--- src/rtl/viterbi_pkg.sv ---
// Shared definitions for the Viterbi receive core: default generators, the
// erase-mask type, and the parity / Hamming-distance helpers.
package viterbi_pkg;

    localparam int          K_MAX      = 7;
    localparam logic [2:0]  G0_DEFAULT = 3'b111;
    localparam logic [2:0]  G1_DEFAULT = 3'b101;

    typedef logic [1:0] erase_mask_t;

    function automatic logic parity7(input logic [K_MAX-1:0] v);
        return ^v;
    endfunction

    // Distance between received and expected code bits; erased positions never count.
    function automatic logic [1:0] hamming2(input logic [1:0] rx, input logic [1:0] expd,
                                            input erase_mask_t er);
        logic [1:0] d;
        d = (rx ^ expd) & ~er;
        return {1'b0, d[1]} + {1'b0, d[0]};
    endfunction

endpackage

--- src/rtl/viterbi_acs.sv ---
// One trellis state: add-compare-select against its two predecessors, plus
// the path-metric register and the register-exchange survivor for that state.
module viterbi_acs
    import viterbi_pkg::*;
#(
    parameter int              PM_W     = 6,
    parameter int              TB_DEPTH = 15,
    parameter logic            U_BIT    = 1'b0,
    parameter logic [PM_W-1:0] PM_INIT  = '0
) (
    input  logic                clk,
    input  logic                rst,
    input  logic                flush,
    input  logic                accept,
    input  logic                norm,
    input  logic [PM_W-1:0]     pm_a,
    input  logic [PM_W-1:0]     pm_b,
    input  logic [1:0]          bm_a,
    input  logic [1:0]          bm_b,
    input  logic [TB_DEPTH-2:0] sv_a,
    input  logic [TB_DEPTH-2:0] sv_b,
    output logic [PM_W-1:0]     pm_new,
    output logic [TB_DEPTH-1:0] sv_new,
    output logic [PM_W-1:0]     pm_q,
    output logic [TB_DEPTH-2:0] sv_q
);

    logic [PM_W:0]         sum_a_s;
    logic [PM_W:0]         sum_b_s;
    logic [PM_W-1:0]       cand_a_s;
    logic [PM_W-1:0]       cand_b_s;
    logic                  pick_b_s;
    logic [PM_W-1:0]       pm_d;
    logic [TB_DEPTH-2:0]   sv_d;

    // Saturating candidate metrics; ties keep the lower-index predecessor (a).
    always_comb begin
        sum_a_s  = {1'b0, pm_a} + (PM_W+1)'(bm_a);
        sum_b_s  = {1'b0, pm_b} + (PM_W+1)'(bm_b);
        cand_a_s = sum_a_s[PM_W] ? '1 : sum_a_s[PM_W-1:0];
        cand_b_s = sum_b_s[PM_W] ? '1 : sum_b_s[PM_W-1:0];
        pick_b_s = (cand_b_s < cand_a_s);
        pm_new   = pick_b_s ? cand_b_s : cand_a_s;
        sv_new   = {(pick_b_s ? sv_b : sv_a), U_BIT};
    end

    // Next register values. The stored survivor omits the oldest bit: it is
    // shifted out on every update and is only needed combinationally via sv_new.
    always_comb begin
        pm_d = pm_q;
        sv_d = sv_q;
        if (flush) begin
            pm_d = PM_INIT;
            sv_d = '0;
        end else if (accept) begin
            pm_d = norm ? {1'b0, pm_new[PM_W-2:0]} : pm_new;
            sv_d = sv_new[TB_DEPTH-2:0];
        end else begin
            pm_d = pm_q;
            sv_d = sv_q;
        end
    end

    // Metric and survivor state.
    always_ff @(posedge clk or negedge rst) begin
        if (!rst) begin
            pm_q <= PM_INIT;
            sv_q <= '0;
        end else begin
            pm_q <= pm_d;
            sv_q <= sv_d;
        end
    end

endmodule

--- src/rtl/viterbi_rx_core.sv ---
// Hard-decision Viterbi decoder: NS parallel ACS units with register-exchange survivors.
// Defining VITERBI_ERASE_EN adds the in_erase port for depunctured input streams.
module viterbi_rx_core
    import viterbi_pkg::*;
#(
    parameter int           K        = 3,
    parameter logic [K-1:0] G0       = G0_DEFAULT,
    parameter logic [K-1:0] G1       = G1_DEFAULT,
    parameter int           TB_DEPTH = 15,
    parameter int           PM_W     = 6
) (
    input  logic            clk,
    input  logic            rst,
    input  logic            in_valid,
    output logic            in_ready,
    input  logic [1:0]      in_sym,
`ifdef VITERBI_ERASE_EN
    input  logic [1:0]      in_erase,
`endif
    input  logic            flush,
    output logic            out_valid,
    output logic            out_bit,
    output logic [PM_W-1:0] out_metric
);

    localparam int              NS      = 1 << (K-1);
    localparam int              IDX_W   = K-1;
    localparam int              CNT_W   = $clog2(TB_DEPTH);
    localparam logic [CNT_W-1:0] CNT_MAX = CNT_W'(TB_DEPTH-1);
    localparam logic [PM_W-1:0] PM_OFF  = PM_W'((1 << (PM_W-1)) - 1);

    erase_mask_t         erase_s;
    logic                accept_s;
    logic                norm_s;
    logic                best_bit_s;
    logic [PM_W-1:0]     min_pm_s;
    logic [IDX_W-1:0]    min_idx_s;
    logic [PM_W-1:0]     pm_q_s   [NS];
    logic [PM_W-1:0]     pm_new_s [NS];
    logic [TB_DEPTH-2:0] sv_q_s   [NS];
    logic [TB_DEPTH-1:0] sv_new_s [NS];
    logic [1:0]          bm_a_s   [NS];
    logic [1:0]          bm_b_s   [NS];

    logic                ready_q,  ready_d;
    logic                out_valid_q, out_valid_d;
    logic                out_bit_q,   out_bit_d;
    logic [PM_W-1:0]     out_metric_q, out_metric_d;
    logic [CNT_W-1:0]    count_q,  count_d;

`ifdef VITERBI_ERASE_EN
    assign erase_s = in_erase;
`else
    assign erase_s = '0;
`endif

    assign in_ready   = ready_q & ~flush;
    assign accept_s   = in_valid & in_ready;
    assign out_valid  = out_valid_q;
    assign out_bit    = out_bit_q;
    assign out_metric = out_metric_q;

    // State i is entered with u = i[K-2] from predecessors {i[K-3:0],0} and {i[K-3:0],1}.
    for (genvar i = 0; i < NS; i++) begin : g_state
        localparam int           PA    = (2 * i) % NS;
        localparam int           UB    = i / (NS / 2);
        localparam logic [K-1:0] REG_A = K'(UB * NS + PA);
        localparam logic [K-1:0] REG_B = K'(UB * NS + PA + 1);
        localparam logic [1:0]   EXP_A = {parity7(K_MAX'(REG_A & G0)), parity7(K_MAX'(REG_A & G1))};
        localparam logic [1:0]   EXP_B = {parity7(K_MAX'(REG_B & G0)), parity7(K_MAX'(REG_B & G1))};

        assign bm_a_s[i] = hamming2(in_sym, EXP_A, erase_s);
        assign bm_b_s[i] = hamming2(in_sym, EXP_B, erase_s);

        viterbi_acs #(
            .PM_W     (PM_W),
            .TB_DEPTH (TB_DEPTH),
            .U_BIT    (UB[0]),
            .PM_INIT  ((i == 0) ? '0 : PM_OFF)
        ) u_acs (
            .clk    (clk),
            .rst    (rst),
            .flush  (flush),
            .accept (accept_s),
            .norm   (norm_s),
            .pm_a   (pm_q_s[PA]),
            .pm_b   (pm_q_s[PA+1]),
            .bm_a   (bm_a_s[i]),
            .bm_b   (bm_b_s[i]),
            .sv_a   (sv_q_s[PA]),
            .sv_b   (sv_q_s[PA+1]),
            .pm_new (pm_new_s[i]),
            .sv_new (sv_new_s[i]),
            .pm_q   (pm_q_s[i]),
            .sv_q   (sv_q_s[i])
        );
    end

    // Minimum new metric, lowest index on ties; all metrics share the MSB when normalizing.
    always_comb begin
        min_pm_s  = pm_new_s[0];
        min_idx_s = '0;
        for (int s = 1; s < NS; s++) begin
            min_idx_s = (pm_new_s[s] < min_pm_s) ? IDX_W'(s) : min_idx_s;
            min_pm_s  = (pm_new_s[s] < min_pm_s) ? pm_new_s[s] : min_pm_s;
        end
        norm_s     = min_pm_s[PM_W-1];
        best_bit_s = sv_new_s[min_idx_s][TB_DEPTH-1];
    end

    // Output and symbol-count next state.
    always_comb begin
        ready_d      = 1'b1;
        out_valid_d  = 1'b0;
        out_bit_d    = out_bit_q;
        out_metric_d = out_metric_q;
        count_d      = count_q;
        if (flush) begin
            out_metric_d = '0;
            count_d      = '0;
        end else if (accept_s) begin
            out_valid_d  = (count_q == CNT_MAX);
            out_bit_d    = (count_q == CNT_MAX) ? best_bit_s : out_bit_q;
            out_metric_d = norm_s ? {1'b0, min_pm_s[PM_W-2:0]} : min_pm_s;
            count_d      = (count_q == CNT_MAX) ? count_q : count_q + CNT_W'(1);
        end else begin
            count_d      = count_q;
        end
    end

    // Output registers and symbol counter.
    always_ff @(posedge clk or negedge rst) begin
        if (!rst) begin
            ready_q      <= 1'b0;
            out_valid_q  <= 1'b0;
            out_bit_q    <= 1'b0;
            out_metric_q <= '0;
            count_q      <= '0;
        end else begin
            ready_q      <= ready_d;
            out_valid_q  <= out_valid_d;
            out_bit_q    <= out_bit_d;
            out_metric_q <= out_metric_d;
            count_q      <= count_d;
        end
    end

endmodule

--- config.mk ---
export PLATFORM = sky130hd
export DESIGN_NAME = viterbi_rx_core
export DESIGN_NICKNAME = d
export VERILOG_FILES = /design/src/rtl/viterbi_pkg.sv /design/src/rtl/viterbi_acs.sv /design/src/rtl/viterbi_rx_core.sv
export SDC_FILE = /design/constraint.sdc
export NUM_CORES = 1
export LEC_CHECK = 0
export CAP_MARGIN = 15
export CORE_MARGIN = 2
export CORE_UTILIZATION = 38
export CTS_CLUSTER_DIAMETER = 50
export CTS_CLUSTER_SIZE = 16
export DETAILED_ROUTE_END_ITERATION = 8
export PLACE_DENSITY = 0.55
export SYNTH_ARGS = -nofsm -noshare
export SYNTH_HDL_FRONTEND = slang
export SYNTH_HIERARCHICAL = 1
export SYNTH_SLANG_ARGS = --single-unit
export TNS_END_PERCENT = 50
--- constraint.sdc ---
create_clock -name clk -period 16.17 [get_ports clk]
set_input_delay 4.0425 -clock clk [delete_from_list [all_inputs] [get_ports clk]]
set_output_delay 4.0425 -clock clk [all_outputs]
set_load 0.03 [all_outputs]
==> impl_summary.txt, run 1 <==
----------------------------------------------------
[CTS]
  Number of buffers inserted for hold repair after clock tree synthesis ... 0
  Clock tree sinks ... 90
  H-tree depth reported by CTS ... 3
  Source-to-sink clock delay at the later pin of the worst-skew pair ... 0.35 ns
  CTS root buf ... sky130_fd_sc_hd__clkbuf_16
  CTS tree ... built
  CTS resizes ... 0
  Worst-path clk slew ... 0.06 ns
  Number of setup buffers added after CTS ... 0
  Number of buffers on the longest clock path ... 2
  Num CTS Buffers ... 9

[Worst setup path]
  Capturing element type of the critical path ... flip-flop
  Cell with the largest stage delay on the worst path ... sky130_fd_sc_hd__o21bai_1
  Delay of the slowest cell on the worst path ... 0.85 ns
  Critical path launch point type ... primary input
  Cell count of the worst reg-to-reg path ... 35
  Critical path start-end classification ... primary input to flip-flop
  Arrival time of the worst setup path ... 13.21 ns
  Crit-path max FO ... 18
  Required time at the endpoint of the critical path ... 16.41 ns

[Hold path]
  Hold/Removal Path Class ... flip-flop to flip-flop
  Hold Crit Depth ... 2

[Finish]
  Area growth from synthesis to layout ... 7.31%
  Layout cell share with drive strength beyond 1 ... 14.8%
  Antenna diode count ... 0
  Commonest non-fill, non-tap cell in the layout ... sky130_fd_sc_hd__nor2_1
  Count of fill cells added during filler insertion ... 1,973
  Number of nets at the end of the flow ... 909
  Top library cells by usage in the layout, fill and taps aside ... sky130_fd_sc_hd__nor2_1, sky130_fd_sc_hd__dfrtp_1, sky130_fd_sc_hd__o21a_1, sky130_fd_sc_hd__inv_1, sky130_fd_sc_hd__ha_1

[Logic synthesis]
  Mean post-synth cell area ... 9.10 um2
  Synthesized instance count ... 841
  Yosys Warn Count ... 6
  Netlist area before placement ... 7660 um2
  Net count after synthesis ... 912

[Detailed routing]
  Total routed wirelength ... 18.0 mm
  Number of violations reported at the end of detailed-routing iteration 0 ... 367
  Antenna viol nets, final ... 0
  Count of TritonRoute iterations in the first routing pass ... 5
  Number of vias per cell ... 5.31
  Overall via count from detail_route ... 5,883
  Detailed-route wire length per cell ... 16.2 um
  Detailed-route DRC error count ... 0

[GRT]
  Pin count of the biggest net entering global routing ... 90
  Grt ovf ... 0
  Overall global routing resource usage ... 17.1%
  Wire length of the first global-routing pass ... 29.5 mm
  Via count of the first global-routing pass ... 5,584
  Number of antenna violations at the first check in global routing ... 0

[STA]
  Clock period minus worst slack ... 12.97 ns
  Slew Limit Headroom ... 29.6%
  Unrepaired setup endpoints after global routing ... no
  # setup viols final ... 0
  Number of endpoints with negative hold slack in the final report ... 0
  Post-Route Setup TNS ... 0 ns
  Worst Max-Slew Pin Slew ... 1.05 ns
  Max-slew violation count ... 0
  Setup slack after layout ... 3.20 ns
  Share of the cycle needed by the critical path after routing ... 80.2%
  Maximum operating frequency ... 77.1 MHz
  Final worst clock skew ... 0.00538 ns

[Place]
  Post-placement worst setup slack ... 2.80 ns
  Global placement routability congestion ... 0.815
  Placed wire-length estimate after detailed placement ... 12.5 mm
  Count of input and output buffers ... 13

[Floorplanning]
  Horizontal die dimension ... 146 um
  Initial standard-cell utilization of the core ... 39.1%
  Number of top-level pins ... 15
  Core area ... 19,600 um2
  Overall die height ... 146 um
  Num rows ... 51
  Die footprint ... 21,300 um2

[Flow run]
  Maximum capacitance violations ... 0

[Status]
  Result of the run ... finished, final reports clean

----------------------------------------------------
-- flip-flops by register name, summed over array words and instances (netlist names) --
signal / cells
g_state.u_acs/sv_q: 54
g_state.u_acs/pm_q: 24
out_metric: 5
count_q: 4
out_bit: 1
out_valid: 1
ready_q: 1
-- critical path: cells and delay by family --
kind / cells / cell delay, ns
and+or+nand+nor: 8 / 1.23
AOI/OAI and AO/OA: 12 / 3.47
muxes: 3 / 0.93
buffers and inverters: 8 / 1.29
adders and majority gates: 7 / 2.25
-- worst paths after layout --
kind,start,end,slack (ns)
worst max-delay path,in_sym[0],g_state[1].u_acs/pm_q[5],3.20
worst min-delay path,out_metric[0],out_metric[0],0.48
worst max register to register,g_state[1].u_acs/pm_q[0],g_state[1].u_acs/pm_q[5],7.33
worst min register to register,out_metric[0],out_metric[0],0.48
max in group asynchronous,rst,out_bit,11.41
min in group asynchronous,rst,g_state[0].u_acs/sv_q[2],3.65
-- final cells by class --
| cell class | instances | area, um2 | share of cell area, % |
|---|---|---|---|
| clock inverters | 5 | 63.8 | 0.777 |
| repair buffers | 18 | 160 | 1.95 |
| multi-input cells | 658 | 4930 | 60.0 |
| clock buffers | 10 | 229 | 2.79 |
| inverters | 61 | 229 | 2.79 |
| well taps | 265 | 332 | 4.04 |
| flip-flops and latches | 90 | 2270 | 27.6 |
-- stage by stage --
step | hold slack [ns] | instances | cell area [um2] | utilization, %
4_1_cts | 0.489 | 1107 | 8220 | 41.9
3_5_place_dp | 0.472 | 1092 | 7920 | 40.4
2_1_floorplan | 0.482 | 841 | 7660 | -
3_3_place_gp | 0.469 | 1092 | 7920 | 40.4
6_report | 0.483 | 1107 | 8220 | 41.9
5_1_grt | 0.518 | 1107 | 8220 | 41.9
-- metal layers --
| layer | up-vias | track usage (%) | share of wire (%) |
|---|---|---|---|
| met2 | 58 | 27.1 | 46 |
| li1 | 2942 | - | - |
| met3 | 11 | 2.98 | 2.4 |
| met5 | - | 0 | 0 |
| met4 | 0 | 3.24 | 0.74 |
| met1 | 2872 | 24.8 | 51 |
Power of run 1 is not shown: default switching activity piles up to over one toggle a cycle in this logic, so the estimate is an artifact.
==> inputs of run 2 (changes only) <==
--- a/config.mk
+++ b/config.mk
@@ -11,7 +11,7 @@
 export CTS_CLUSTER_DIAMETER = 50
 export CTS_CLUSTER_SIZE = 16
 export DETAILED_ROUTE_END_ITERATION = 8
-export PLACE_DENSITY = 0.55
+export PLACE_DENSITY = 0.57
 export SYNTH_ARGS = -nofsm -noshare
 export SYNTH_HDL_FRONTEND = slang
 export SYNTH_HIERARCHICAL = 1
==> constraint.sdc (replaced) <==
create_clock -name clk -period 11.6 [get_ports clk]
set_input_delay 2.9 -clock clk [delete_from_list [all_inputs] [get_ports clk]]
set_output_delay 2.9 -clock clk [all_outputs]
set_load 0.03 [all_outputs]
==> run 2 against run 1 <==
Sequential cell count is the same. Core utilization grew 0.31 points. Critical path depth shrank 4. Sequential share of layout area shrank 0.20 points. Worst setup slack lost 2.5 ns. Critical path type unchanged. Global-route usage shrank 0.18 points. Cell count grew 0.72%.
==> impl_summary.txt, run 2 (synthesis gave the netlist of run 1 again) <==
----------------------------------------------------
[Status]
  Result of the run ... finished, final reports clean

[Flow run]
  Maximum capacitance violations ... 0

[Detailed routing]
  Overall via count from detail_route ... 5,876
  Antenna viol nets, final ... 0
  Number of vias per cell ... 5.27
  Number of violations reported at the end of detailed-routing iteration 0 ... 308
  Total routed wirelength ... 18.1 mm
  Detailed-route DRC error count ... 0
  Count of TritonRoute iterations in the first routing pass ... 5
  Detailed-route wire length per cell ... 16.2 um

[STA]
  # setup viols final ... 0
  Max-slew violation count ... 0
  Number of endpoints with negative hold slack in the final report ... 0
  Worst Max-Slew Pin Slew ... 1.00 ns
  Final worst clock skew ... 0.00871 ns
  Clock period minus worst slack ... 10.93 ns
  Slew Limit Headroom ... 33.3%
  Maximum operating frequency ... 91.5 MHz
  Share of the cycle needed by the critical path after routing ... 94.2%
  Final hold slack ... 0.494 ns

[Finish]
  Layout cell share with drive strength beyond 1 ... 15.9%
  Number of flip-flops in the largest register ... 54
  Area growth from synthesis to layout ... 8.09%
  Antenna diode count ... 0
  Cell area after layout ... 8280 um2
  Number of nets at the end of the flow ... 916
  Count of fill cells added during filler insertion ... 1,961
  Top library cells by usage in the layout, fill and taps aside ... sky130_fd_sc_hd__nor2_1, sky130_fd_sc_hd__dfrtp_1, sky130_fd_sc_hd__o21a_1, sky130_fd_sc_hd__inv_1, sky130_fd_sc_hd__ha_1
  Final design utilization ... 42.2%
  Commonest non-fill, non-tap cell in the layout ... sky130_fd_sc_hd__nor2_1
  Register with the most flip-flops ... g_state.u_acs/sv_q

[Floorplanning]
  Num rows ... 51
  Horizontal die dimension ... 146 um
  Overall die height ... 146 um
  Initial standard-cell utilization of the core ... 39.1%
  Die footprint ... 21,300 um2
  Core area ... 19,600 um2
  Number of top-level pins ... 15

[Hold path]
  Hold Crit Depth ... 2
  Hold/Removal Path Class ... flip-flop to flip-flop

[CTS]
  CTS root buf ... sky130_fd_sc_hd__clkbuf_16
  Number of buffers on the longest clock path ... 2
  Source-to-sink clock delay at the later pin of the worst-skew pair ... 0.36 ns
  Clock tree sinks ... 90
  CTS tree ... built
  Num CTS Buffers ... 9
  Worst-path clk slew ... 0.07 ns
  H-tree depth reported by CTS ... 3

[GRT]
  Wire length of the first global-routing pass ... 29.2 mm
  Via count of the first global-routing pass ... 5,496
  Number of antenna violations at the first check in global routing ... 0
  Grt ovf ... 0
  Overall global routing resource usage ... 17.0%
  Pin count of the biggest net entering global routing ... 91

[Place]
  Count of input and output buffers ... 13
  Global placement routability congestion ... 0.844
  Placed wire-length estimate after detailed placement ... 12.5 mm
  Placed Instance Area ... 7970 um2

[Worst setup path]
  Critical path start-end classification ... primary input to flip-flop
  Cell count of the worst reg-to-reg path ... 31
  Arrival time of the worst setup path ... 11.18 ns
  Crit-path most repeated cell ... sky130_fd_sc_hd__ha_1
  Number of stages on the worst setup path ... 34
  Required time at the endpoint of the critical path ... 11.85 ns
  Count of buffer and inverter cells on the critical path ... 6
  Delay of the slowest cell on the worst path ... 0.57 ns
  Critical path launch point type ... primary input
  Capturing element type of the critical path ... flip-flop
  Cell with the largest stage delay on the worst path ... sky130_fd_sc_hd__or4_4
  Crit-path max FO ... 8
  Crit path max-delay family ... compound AO/OA/AOI/OAI gates

----------------------------------------------------
run 2: cell type report:
type                            count  area, um2  share of cell area, %
Multi-Input combinational cell    658       4940                   59.7
Inverter                           61        229                   2.77
Sequential cell                    90       2270                   27.4
Clock buffer                       10        239                   2.89
Clock inverter                      6       48.8                  0.590
Timing Repair Buffer               25        213                   2.57
Tap cell                          265        332                   4.01
run 2: worst register-to-register path, delay by kind of cell (launching register included):
| family | cells | cell delay (ns) |
|---|---|---|
| muxes | 2 | 0.66 |
| DFF | 1 | 0.56 |
| and+or+nand+nor | 7 | 1.49 |
| AOI/OAI and AO/OA | 12 | 2.89 |
| buffers and inverters | 4 | 0.43 |
| adders and majority gates | 6 | 1.80 |
run 2: final timing paths:
| kind | start | end | slack, ns |
|---|---|---|---|
| min reg2reg | out_metric[2] | out_metric[2] | 0.49 |
| min | out_metric[2] | out_metric[2] | 0.49 |
| max in group asynchronous | rst | g_state[3].u_acs/sv_q[7] | 7.95 |
| max | in_sym[0] | g_state[0].u_acs/pm_q[5] | 0.67 |
| max reg2reg | g_state[1].u_acs/pm_q[0] | g_state[0].u_acs/pm_q[5] | 3.67 |
| min in group asynchronous | rst | g_state[0].u_acs/sv_q[1] | 2.46 |
run 2: metrics by stage:
step / setup TNS, ns / instances / setup slack, ns
floorplan: 0 / 841 / 1.47
global placement: 0 / 1098 / 0.240
detailed placement: 0 / 1098 / 0.153
CTS: 0 / 1114 / 0.525
global route: -0.0652 / 1115 / -0.0272
finish: 0 / 1115 / 0.669
run 2: timing repair:
action                                  4_1_cts  5_1_grt
hold buffers                                  0        0
buffers inserted                              0        1
gates resized for setup                       0        4
endpoints found under the setup margin        0        5
run 2: per-layer routing:
metal,track usage (%),share of wire (%),vias up
li1,-,-,2958
met1,25.0,52,2834
met2,25.6,45,66
met3,2.82,2.3,18
met4,4.71,1.4,0
met5,0,0,-
Power of run 2 is left out for the same reason.
==> inputs of run 3 (changes only) <==
--- a/config.mk
+++ b/config.mk
@@ -7,11 +7,12 @@
 export LEC_CHECK = 0
 export CAP_MARGIN = 15
 export CORE_MARGIN = 2
-export CORE_UTILIZATION = 38
+export CORE_UTILIZATION = 36
 export CTS_CLUSTER_DIAMETER = 50
 export CTS_CLUSTER_SIZE = 16
 export DETAILED_ROUTE_END_ITERATION = 8
-export PLACE_DENSITY = 0.57
+export DONT_BUFFER_PORTS = 1
+export PLACE_DENSITY = 0.54
 export SYNTH_ARGS = -nofsm -noshare
 export SYNTH_HDL_FRONTEND = slang
 export SYNTH_HIERARCHICAL = 1
==> run 3 against run 2 <==
Final area down 2.0%. Global-route usage up 0.37 points. Die area up 5.4%. Via count down 0.46%. Count of clock-buffer cells in the layout down 1. Clock skew down 0.0025 ns. Core utilization down 3.5 points. Worst setup slack better by 0.015 ns. Critical path type unchanged.
==> impl_summary.txt, run 3 (synthesis gave the netlist of run 1 again) <==
----------------------------------------------------
[STA]
  Post-Route Setup TNS ... 0 ns
  Maximum operating frequency ... 91.6 MHz
  Final worst clock skew ... 0.00624 ns
  Slew Limit Headroom ... 48.1%
  Unrepaired setup endpoints after global routing ... no
  Max-slew violation count ... 0
  Share of the cycle needed by the critical path after routing ... 94.1%
  Worst Max-Slew Pin Slew ... 0.774 ns
  # setup viols final ... 0
  Number of endpoints with negative hold slack in the final report ... 0
  Clock period minus worst slack ... 10.92 ns

[Finish]
  Top library cells by usage in the layout, fill and taps aside ... sky130_fd_sc_hd__nor2_1, sky130_fd_sc_hd__dfrtp_1, sky130_fd_sc_hd__o21a_1, sky130_fd_sc_hd__inv_1, sky130_fd_sc_hd__ha_1
  Number of flip-flops in the largest register ... 54
  Area growth from synthesis to layout ... 5.95%
  Commonest non-fill, non-tap cell in the layout ... sky130_fd_sc_hd__nor2_1
  Antenna diode count ... 0
  Count of fill cells added during filler insertion ... 2,165
  Layout cell share with drive strength beyond 1 ... 15.1%
  Register with the most flip-flops ... g_state.u_acs/sv_q
  Number of nets at the end of the flow ... 897

[GRT]
  Overall global routing resource usage ... 17.3%
  Pin count of the biggest net entering global routing ... 91
  Grt ovf ... 0
  Met2 GRT Util ... 27.6%
  Global routing usage on met1 ... 24.2%
  Number of antenna violations at the first check in global routing ... 0
  Routing layer with the top usage in global route ... met2
  Wire length of the first global-routing pass ... 30.9 mm
  Routing usage on met3 ... 3.54%
  Via count of the first global-routing pass ... 5,850

[Floorplanning]
  Num rows ... 53
  Horizontal die dimension ... 150 um
  Overall die height ... 150 um
  Die footprint ... 22,400 um2
  Initial standard-cell utilization of the core ... 36.5%
  Number of top-level pins ... 15
  Core area ... 21,000 um2

[Detailed routing]
  Overall via count from detail_route ... 5,849
  Detailed-route DRC error count ... 0
  Antenna viol nets, final ... 0
  Number of violations reported at the end of detailed-routing iteration 0 ... 356
  Detailed-route wire length per cell ... 16.6 um
  Count of TritonRoute iterations in the first routing pass ... 5
  Total routed wirelength ... 18.4 mm
  Number of vias per cell ... 5.29

[Worst setup path]
  Setup slack on the worst flop-to-flop path ... 3.35 ns
  Critical path start-end classification ... primary input to flip-flop
  Count of buffer and inverter cells on the critical path ... 5
  RR Endpoint ... g_state[2].u_acs/pm_q[5]
  Cell with the largest stage delay on the worst path ... sky130_fd_sc_hd__or4_4
  Crit-path max FO ... 21
  Capturing element type of the critical path ... flip-flop
  Arrival time of the worst setup path ... 11.15 ns
  Crit path max-delay family ... compound AO/OA/AOI/OAI gates
  Cell count of the worst reg-to-reg path ... 31
  Critical path launch point type ... primary input
  Crit-path most repeated cell ... sky130_fd_sc_hd__ha_1
  Crit. Startpoint ... in_sym[0]
  Delay of the slowest cell on the worst path ... 0.58 ns
  Number of stages on the worst setup path ... 34
  CP Capture Point ... g_state[2].u_acs/pm_q[5]
  Required time at the endpoint of the critical path ... 11.84 ns
  Launching point of the worst reg2reg path ... g_state[2].u_acs/pm_q[0]

[CTS]
  Num CTS Buffers ... 9
  Number of buffers on the longest clock path ... 2
  H-tree depth reported by CTS ... 3
  CTS root buf ... sky130_fd_sc_hd__clkbuf_16
  Worst-path clk slew ... 0.07 ns
  CTS tree ... built
  Source-to-sink clock delay at the later pin of the worst-skew pair ... 0.35 ns
  Number of buffers inserted for hold repair after clock tree synthesis ... 0
  Clock tree sinks ... 90

[Place]
  Global placement routability congestion ... 0.828
  Placed wire-length estimate after detailed placement ... 12.6 mm
  Count of input and output buffers ... 0

[Status]
  Result of the run ... finished, final reports clean

[Flow run]
  Maximum capacitance violations ... 0

[Hold path]
  Hold/Removal Path Class ... flip-flop to flip-flop

----------------------------------------------------
-- run 3: changes by cell type in the layout (fill, tap and decap cells not counted) --
cell / change
sky130_fd_sc_hd__a2111oi_0: +1
sky130_fd_sc_hd__inv_8: -1
sky130_fd_sc_hd__buf_4: -7
sky130_fd_sc_hd__clkinv_4: +1
sky130_fd_sc_hd__a2111oi_1: -1
sky130_fd_sc_hd__clkinv_2: +1
sky130_fd_sc_hd__clkbuf_8: -1
sky130_fd_sc_hd__o21bai_1: +1
sky130_fd_sc_hd__clkdlybuf4s50_1: -11
sky130_fd_sc_hd__bufinv_16: +1
sky130_fd_sc_hd__buf_2: -1
sky130_fd_sc_hd__clkinvlp_4: -2
sky130_fd_sc_hd__o21bai_4: -1
-- run 3: routing by layer --
metal	up-vias	wire length [um]
li1	2918	-
met1	2831	9160
met2	79	8350
met3	21	527
met4	0	325
met5	-	0
-- run 3: how the worst min path moves through the flow --
stage / from / endpoint / slack, ns / depth (start not counted)
global route: g_state[2].u_acs/sv_q[0] / g_state[2].u_acs/sv_q[0] / 0.59 / 2
finish: g_state[2].u_acs/sv_q[0] / g_state[2].u_acs/sv_q[0] / 0.52 / 2
global placement: g_state[3].u_acs/sv_q[0] / g_state[3].u_acs/sv_q[0] / 0.50 / 2
detailed placement: g_state[2].u_acs/sv_q[0] / g_state[2].u_acs/sv_q[0] / 0.51 / 2
CTS: g_state[2].u_acs/sv_q[0] / g_state[2].u_acs/sv_q[0] / 0.53 / 2
floorplan: g_state[3].u_acs/sv_q[0] / g_state[3].u_acs/sv_q[0] / 0.48 / 2
-- run 3: worst reg2reg max path: cells and delay by family, from the launching register on --
kind	cells	cell delay, ns
buf+inv	3	0.25
simple gates	7	1.40
mux	2	0.49
compound gates	13	3.64
fa+ha+maj	6	1.80
flops	1	0.55
-- run 3: per-stage QoR --
step	hold WS, ns	area [um2]	util (%)	setup slack, ns	std cells
after floorplan	0.482	7660	-	1.47	841
after global placement	0.499	7820	37.3	0.459	1090
after detailed placement	0.514	7820	37.3	0.363	1090
after CTS	0.532	8110	38.7	0.709	1105
after global routing	0.586	8110	38.7	0.0979	1105
final	0.523	8110	38.7	0.684	1105
-- run 3: area by class of cell --
cell class,instances,area (um2),share of cell area (%)
Inverter,61,229,2.82
Multi-Input combinational cell,658,4930,60.8
Clock inverter,6,66.3,0.818
Clock buffer,9,225,2.78
Tap cell,275,344,4.24
Sequential cell,90,2270,28.0
Timing Repair Buffer,6,45.0,0.555
-- run 3: timing repair --
item | CTS | global route
setup endpoints to repair | 0 | 3
gates resized for setup | 0 | 1
endpoints found under the hold margin | 0 | 0
buffers inserted | 0 | 0
Power of run 3 is left out for the same reason.
